File: src/rtl/serial_subtractor_ctrl.sv
// Bit-serial a - b - borrow_in, LSB first, one full-subtractor step per clock; ovf port with SERIAL_SUB_OVF_EN.
// Latency: WIDTH cycles from accepted start to done; one further DONE cycle before IDLE.
// No backpressure: start is only sampled in IDLE, ignored (not queued) while busy or done.
module serial_subtractor_ctrl #(
  parameter int WIDTH = 8
) (
  input  logic             clk,
  input  logic             rst_n,
  input  logic             start,
  input  logic [WIDTH-1:0] a,
  input  logic [WIDTH-1:0] b,
  input  logic             borrow_in,
  output logic             busy,
  output logic             done,
  output logic [WIDTH-1:0] diff,
  output logic             borrow_out
`ifdef SERIAL_SUB_OVF_EN
  ,
  output logic             ovf
`endif
);

  localparam int CW = $clog2(WIDTH);

  typedef enum logic [1:0] {IDLE, SHIFT, DONE} state_t;

  state_t           state, state_nxt;
  logic [WIDTH-1:0] a_sh, b_sh, r_sh;
  logic             brw;
  logic [CW-1:0]    cnt;
  logic             x, y, sbit, bout, last;

  // Single full-subtractor cell shared by every bit position
  assign x    = a_sh[0];
  assign y    = b_sh[0];
  assign sbit = x ^ y ^ brw;
  assign bout = (~x & (y ^ brw)) | (y & brw);
  assign last = (cnt == CW'(WIDTH - 1));

  always_ff @(posedge clk or negedge rst_n) begin
    if (!rst_n) state <= IDLE;
    else        state <= state_nxt;
  end

  always_comb begin
    state_nxt = state;
    busy      = 1'b0;
    done      = 1'b0;
    case (state)
      IDLE:  if (start) state_nxt = SHIFT;
      SHIFT: begin
        busy = 1'b1;
        if (last) state_nxt = DONE;
      end
      DONE: begin
        done      = 1'b1;
        state_nxt = IDLE;
      end
      default: state_nxt = IDLE;
    endcase
  end

  always_ff @(posedge clk or negedge rst_n) begin
    if (!rst_n) begin
      a_sh       <= '0;
      b_sh       <= '0;
      r_sh       <= '0;
      brw        <= 1'b0;
      cnt        <= '0;
      diff       <= '0;
      borrow_out <= 1'b0;
`ifdef SERIAL_SUB_OVF_EN
      ovf        <= 1'b0;
`endif
    end else begin
      case (state)
        IDLE: begin
          if (start) begin
            a_sh <= a;
            b_sh <= b;
            brw  <= borrow_in;
            cnt  <= '0;
          end
        end
        SHIFT: begin
          a_sh <= a_sh >> 1;
          b_sh <= b_sh >> 1;
          r_sh <= {sbit, r_sh[WIDTH-1:1]};
          brw  <= bout;
          if (last) begin
            // Result is published on the same edge the MSB is computed
            cnt        <= '0;
            diff       <= {sbit, r_sh[WIDTH-1:1]};
            borrow_out <= bout;
`ifdef SERIAL_SUB_OVF_EN
            ovf        <= brw ^ bout;
`endif
          end else begin
            cnt <= cnt + 1'b1;
          end
        end
        default: ;
      endcase
    end
  end

endmodule

File: config.mk
export PLATFORM = sky130hd
export DESIGN_NAME = serial_subtractor_ctrl
export DESIGN_NICKNAME = d
export VERILOG_FILES = /design/src/rtl/serial_subtractor_ctrl.sv
export SDC_FILE = /design/constraint.sdc
export NUM_CORES = 1
export LEC_CHECK = 0
export ABC_AREA = 1
export BUFFER_PORTS_ARGS = -buffer_cell sky130_fd_sc_hd__buf_2
export CAP_MARGIN = 40
export CORE_MARGIN = 2
export CORE_UTILIZATION = 50
export CTS_CLUSTER_SIZE = 14
export DETAILED_ROUTE_END_ITERATION = 16
export PLACE_DENSITY = 0.81
export SYNTH_ARGS = -nofsm -noshare
export SYNTH_HDL_FRONTEND = slang
export SYNTH_SLANG_ARGS = --single-unit
File: constraint.sdc
create_clock -name clk -period 1.45 [get_ports clk]
set_input_delay 0.145 -clock clk [delete_from_list [all_inputs] [get_ports clk]]
set_output_delay 0.145 -clock clk [all_outputs]
set_load 0.03 [all_outputs]
# After elaboration in Yosys (flattened, before gate mapping)
# Cells that the tools add are included.
# classes
magnitude_cmp	0
addsub	1
n_reduce_logical	5
muxes	14
eq_ne	5
div	0
n_mul	0
shift	0
bitwise_logic	7
# op_table
operator	n
case mux 8 bit (2 select lines)	2
two-way mux 8 bit	2
two-way mux 3 bit	2
case mux 3 bit (2 select lines)	1
AND reduction 2 bit	3
two-way mux 2 bit	2
!= test 2 bit, second input constant	2
case mux 2 bit (2 select lines)	1
adder 3 x 1 -> 3 bit, second input constant	1
equality test 3 bit, second input constant	1
two-way mux 1 bit	3
XOR 1 bit	3
AND 1 bit	2
equality test 2 x 1 -> 1 bit, second input constant	1
equality test 2 bit, second input constant	1
zero test 2 bit	1
case mux 1 bit (2 select lines)	1
nonzero test 2 bit	1
NOT 1 bit	1
OR 1 bit	1
# totals
ramBits	0
latch_bits	0
register_bits	39
mem_bits_ro	0
mem_count	0

# Depth between registers and ports, before layout
# Gate-level depths: netlist of the first run.
# logic_depth
ltp_word	4
mapped_depth	6

# Worst setup path after synthesis of the first run
# OpenSTA, ideal clock, no wires.
# synth_path
path_kind	reg-to-output
start	register state[0]
end	output done
arrival_time_ps	1104
path_stages_with_launch	4
n_path_buf	2
slack_ps	201
cell_sequence	dfrtp_1 > buf_6 > buf_2 > nor2_1
# synth_via
elab_chain_len	2
# synth_lines
item	line_no	source
start, declared	27	state_t state, state_nxt;
start signal, assigned	42	else state <= state_nxt;
equality test 2 bit	49	case (state)
two-way mux 1 bit	49	
end, declared	14	output logic done,
# Every way passes these cells.

# Final worst setup path of the first run
# layout_path
start	register state[0]
end	output busy
# layout_via
elab_chain_len	2
# layout_lines
item	line_no	source
equality test 2 x 1 -> 1 bit	49	
two-way mux 1 bit	49	
end, declared	13	output logic busy,
# Every way passes these cells.

==> impl_metrics.yaml, run 1 <==
status:
  status: "complete, no violations"
timing:
  hold_viol_final: 0
  slew_headroom_pct: 70.3
  fin_crit_sh_pct: 98.1
  max_freq_ghz: 0.703
  drv_slew: 0
  whs_ns: 0.0534
  setup_viol: 0
  tns_ns: 0
  finClkSkew_ns: 0.00593
  min_period_ns: 1.42
  tightest_slew_ns: 0.446
die:
  start_util_pct: 52.0
  io_pins: 31
  die_h_um: 66.0
  num_rows: 22
  die-area_sq_um: 4350
  die_x_um: 66.0
  core-area_sq_um: 3690
layout:
  num_antenna_cells: 0
  fin_nets: 280
  final_common_cell: "nand2_1"
  utilization_pct: 62.1
  design_area_sq_um: 2290
  syn_to_final_growth_pct: 19.4
  drive_above_1_share_pct: 29.1
  seq_area_sq_um: 952
  n_fill_cell: 328
  multi_input_area_sq_um: 734
  layout_common_cells: "nand2_1, inv_1, dfrtp_1"
worst_setup_path:
  crit_path_end_kind: "primary output"
  critPathMaxStageDelay_ns: 0.41
  crit_type: "flop to primary output"
  cp-start-kind: "flop"
  crit_chain: "inv_1, nor2_4, clkbuf_4"
  slowest_stage: "dfrtp_1"
  cp.arrival_ns: 1.28
  cp_max_fo: 6
  crit_required_ns: 1.31
drt:
  drtIter0Drc: 75
  vias: 1517
  drc: 0
  firstDrtPassIters: 4
  wl_per_cell_um: 12.1
  wl_um: 3710
  viasPerCell: 4.96
  postRouteAntennaNets: 0
clock_tree:
  clkSinkCount: 38
  clk_pin_slew_ns: 0.08
  clk-insertion-delay-late_ns: 0.30
  cts_tree: "yes"
  clockBufferDepth: 2
  cts_made_buffers: 5
  h-tree-depth: 2
  clockRootBuffer: "clkbuf_8"
global_route:
  track_usage_pct: 19.0
  grt_pass1_vias: 1352
  grt_max_degree: 28
  overflow: 0
  grt_pass1_wl_um: 6220
  antenna_found_initial: 0
power:
  power_density_nw_per_um2: 2200
  leakagePower_nw: 1.26
  peakVddDrop_v: 0.00140
  p_total_w: 0.00504
worst_hold_path:
  min_path_type: "input pin to flop"
synthesis:
  netlist_instances: 216
  seq_area_frac_synth_pct: 49.5
  yosysUniqueCellTypes: 23
  syn-num-nets: 239
  syn_area_sq_um: 1920
  yosysWarningCount: 0
  yosys_register_bits: 38
  synth.avg_cell_area_sq_um: 8.89
placement:
  hpwl_um: 2420
  io_buffers: 30
  gp_congestion: 0.761
  placed_cell_area_sq_um: 2110
run:
  maxCapViolCount: 0
-- per-layer routing --
metal | wire [um] | vias to the layer above | track usage, %
met1 | 1640 | 730 | 25.4
li1 | - | 751 | -
met4 | 42 | 0 | 5.61
met3 | 174 | 6 | 5.62
met5 | 0 | - | 0
met2 | 1850 | 30 | 30.2
-- power by group --
part	leakage (nW)	internal (W)	switching, W
clock network	0.0504	0.000511	0.000391
logic	0.744	0.000903	0.00142
registers	0.469	0.00155	0.000267
-- flip-flops by register name (all words and copies together), names as in the netlist --
signal      flops
a_sh            8
r_sh            7
b_sh            8
state           2
cnt             3
borrow_out      1
brw             1
diff            8
-- cells in the mapped netlist --
cell type | count | share of area (%)
buf_6 | 4 | 2.3
nand3_2 | 10 | 5.2
dfrtp_1 | 38 | 50
o21ai_4 | 1 | 0.85
inv_4 | 1 | 0.33
nor2_1 | 2 | 0.39
o21ai_2 | 6 | 2.7
nand2_4 | 2 | 1.2
o21ai_1 | 1 | 0.26
nor2_4 | 1 | 0.59
ha_1 | 2 | 1.3
inv_1 | 38 | 7.4
nand2_8 | 2 | 2.1
fa_1 | 1 | 1.0
buf_4 | 2 | 0.78
nand3_1 | 20 | 5.2
nand2_1 | 68 | 13
buf_2 | 1 | 0.26
o21ai_0 | 11 | 2.9
buf_12 | 1 | 1.0
a21oi_1 | 1 | 0.26
nand4_1 | 1 | 0.33
nand2_2 | 2 | 0.65
-- worst max-delay path, delay by kind of cell, from the launching register on --
kind,cells,cell delay [ns]
flops,1,0.41
simple gates,1,0.22
buf+inv,2,0.35
-- worst paths after layout --
path,from,end,slack (ns),cells past startpoint
worst max-delay path,state[0],busy,0.03,3
worst min-delay path,b[7],b_sh[7],0.05,3
worst max register to register,cnt[0],diff[4],0.15,6
worst min register to register,r_sh[1],diff[0],0.47,2
max in group asynchronous,rst_n,state[1],0.60,3
min in group asynchronous,rst_n,diff[2],0.33,2
-- final cells by class --
| cell class | count | area share, % |
|---|---|---|
| Sequential cell | 38 | 41.5 |
| Multi-Input combinational cell | 131 | 32.0 |
| Timing Repair Buffer | 42 | 12.3 |
| Inverter | 39 | 6.50 |
| Clock buffer | 5 | 3.00 |
| Tap cell | 48 | 2.62 |
| Clock inverter | 3 | 1.97 |
-- cell families after synthesis --
family | share of synthesized area, %
adder cells (fa/ha/maj) | 2.35
flip-flops | 49.5
AO/OA/AOI/OAI | 6.97
AND/OR/NAND/NOR | 28.9
buffers and inverters | 12.2
-- through the flow --
stage,setup WS [ns],std cells
global route,-0.0229,306
detailed placement,0.126,291
CTS,0.0261,299
global placement,0.185,291
floorplan,0.201,216
finish,0.0270,306
-- repair_timing --
action	CTS	global route
hold endpoints to repair	18	0
pin swaps	0	2
setup buffers	0	7
gates resized for setup	1	1
setup endpoints to repair	1	2
hold buffers	1	0
Note: power is estimated with default switching activity, not from simulation.
==> run 2, diff against run 1 <==
--- a/config.mk
+++ b/config.mk
@@ -5,7 +5,6 @@
 export SDC_FILE = /design/constraint.sdc
 export NUM_CORES = 1
 export LEC_CHECK = 0
-export ABC_AREA = 1
 export BUFFER_PORTS_ARGS = -buffer_cell sky130_fd_sc_hd__buf_2
 export CAP_MARGIN = 40
 export CORE_MARGIN = 2
@@ -16,3 +15,4 @@
 export SYNTH_ARGS = -nofsm -noshare
 export SYNTH_HDL_FRONTEND = slang
 export SYNTH_SLANG_ARGS = --single-unit
+export TNS_END_PERCENT = 5
==> run 2 against run 1 <==
Routed wire length fell by 12%. Non-clock buffer count is 1 higher. Via count down 18%. Largest cell class unchanged. Fmax fell by 0.74%. Critical endpoint is now diff[2]. Largest power group unchanged. Critical path type is now flop to flop. Area after synthesis down 4.2%.
==> impl_metrics.yaml, run 2 <==
status:
  status: "complete, no violations"
die:
  die_h_um: 64.7
  io_pins: 31
  core-area_sq_um: 3610
  start_util_pct: 51.0
  num_rows: 22
  die-area_sq_um: 4180
  die_x_um: 64.7
placement:
  gp_congestion: 0.826
  placed_cell_area_sq_um: 2100
  dp.cells: 222
  hpwl_um: 2420
  io_buffers: 30
synthesis:
  synthTopCellsByArea: "dfrtp_1, mux2_4, nor4b_1"
  yosysUniqueCellTypes: 23
  syn_area_sq_um: 1840
  synthTopCellsByCount: "dfrtp_1, inv_1, nor4b_1"
  synthArstFlopShare_pct: 100
  yosysWarningCount: 0
  netlist_instances: 144
  synth-main-ff-cell: "dfrtp_1"
  synth.avg_cell_area_sq_um: 12.8
  synth_edf_count: 0
  seq_area_frac_synth_pct: 51.7
  yosysMostFrequentCell: "dfrtp_1"
  syn-num-nets: 167
  yosys_register_bits: 38
  synth_top_area_share_pct: 51.7
  netlist.top_cell.by_area: "dfrtp_1"
global_route:
  antenna_found_initial: 0
  grt_max_degree: 22
  grt_pass1_vias: 1276
  overflow: 0
  grt_pass1_wl_um: 5830
  track_usage_pct: 18.5
clock_tree:
  clk-insertion-delay-late_ns: 0.29
  h-tree-depth: 2
  clockRootBuffer: "clkbuf_8"
  clk_pin_slew_ns: 0.07
  clkSinkCount: 38
  cts_made_buffers: 5
  cts_tree: "yes"
  clockBufferDepth: 2
timing:
  rsz0062_at_grt: "true"
  finClkSkew_ns: 0.00472
  min_period_ns: 1.43
  fin_crit_sh_pct: 98.9
  max_freq_ghz: 0.698
  setup_viol: 0
  hold_viol_final: 0
  tns_ns: 0
  drv_slew: 0
  tightest_slew_ns: 0.426
  slew_headroom_pct: 71.6
drt:
  drc: 0
  drtIter0Drc: 87
  wl_um: 3280
  viasPerCell: 5.34
  wl_per_cell_um: 14.1
  firstDrtPassIters: 4
  vias: 1239
  postRouteAntennaNets: 0
layout:
  layout.cells.non_filler: 232
  drive_above_1_share_pct: 40.2
  fin_nets: 206
  utilization_pct: 62.0
  multi_input_area_sq_um: 772
  syn_to_final_growth_pct: 21.5
  reg_top3: "a_sh x8, b_sh x8, diff x8"
  num_antenna_cells: 0
  seq_area_sq_um: 952
  final_common_cell: "dfrtp_1"
  layout_common_cells: "dfrtp_1, buf_2, inv_1"
  design_area_sq_um: 2230
  n_fill_cell: 309
power:
  peakVddDrop_v: 0.000890
  leakagePower_nw: 1.06
  p_total_w: 0.00489
  power_density_nw_per_um2: 2190
worst_setup_path:
  crit_chain: "ha_2, ha_4, nand3b_1, buf_12, mux2_4"
  slowest_stage: "dfrtp_1"
  crit_type: "flop to flop"
  crit_required_ns: 1.62
  cp.arrival_ns: 1.61
  cp_num_buf_inv: 1
  r2r_cells: 5
  worst-path-stages: 5
  critPathMaxStageDelay_ns: 0.39
  cp-start-kind: "flop"
  cp_max_fo: 10
  crit_family: "flip-flops"
  crit_path_end_kind: "flop"
worst_hold_path:
  min_path_type: "input pin to flop"
  min_path_cells: 2
run:
  maxCapViolCount: 0
run 2: cell count changes in the layout (fill, tap and decap cells not counted), sizes merged, moves of 13 or more:
cell,before,now
nand2,74,0
nand3,30,0
inv,39,20
o21ai,19,0
nor4b,0,15
mux2,0,14
nor3b,0,13
run 2: cell families (layout without fill, tap and decap cells):
| family | count (synthesis) | count (layout) | share of synthesized area (%) |
|---|---|---|---|
| buf+inv | 31 | 71 | 7.35 |
| compound gates | 22 | 22 | 12.6 |
| flops | 38 | 38 | 51.7 |
| fa+ha+maj | 3 | 3 | 2.45 |
| mux | 16 | 16 | 11.5 |
| simple gates | 34 | 34 | 14.4 |
run 2: routing by layer:
layer	vias to the layer above	routed length, um	track usage, %
met5	-	0	0
met4	0	43	6.38
li1	592	-	-
met3	4	195	6.42
met1	606	1430	23.7
met2	37	1610	29.2
run 2: worst reg2reg max path: cells and delay by family, from the launching register on:
family / cells / cell delay, ns
DFF: 1 / 0.39
adders and majority gates: 2 / 0.35
muxes: 1 / 0.30
buffers and inverters: 1 / 0.15
and+or+nand+nor: 1 / 0.12
run 2: area by class of cell:
class,count,share of cell area [%]
Inverter,20,3.47
Tap cell,48,2.69
Clock inverter,1,0.224
Sequential cell,38,42.6
Timing Repair Buffer,43,12.6
Multi-Input combinational cell,75,34.5
Clock buffer,7,3.86
run 2: final timing paths:
| check | from | to | slack (ns) |
|---|---|---|---|
| worst max-delay path | cnt[0] | diff[2] | 0.02 |
| worst max register to register | cnt[0] | diff[2] | 0.02 |
| min in group asynchronous | rst_n | a_sh[0] | 0.32 |
| worst min register to register | r_sh[1] | r_sh[1] | 0.50 |
| max in group asynchronous | rst_n | diff[0] | 0.68 |
| worst min-delay path | a[7] | a_sh[7] | 0.07 |
run 2: repair_timing:
action | in CTS | in global routing
endpoints found under the setup margin | 10 | 10
gates cloned | 0 | 0
hold endpoints to repair | 17 | 0
resized for setup | 5 | 1
setup buffers | 1 | 0
hold buffers | 1 | 0
run 2: report_power, final:
part           internal (W)  switching, W  total, W
clock              0.000383      0.000361  0.000745
sequential          0.00158      0.000301   0.00188
combinational       0.00109       0.00117   0.00226
run 2: per-stage QoR:
step	hold WS [ns]	setup WS (ns)
floorplan	-0.151	0.0217
global placement	0.0978	0.0181
detailed placement	0.109	-0.0296
CTS	0.0604	0.00627
global route	0.0653	-0.0287
finish	0.0677	0.0164
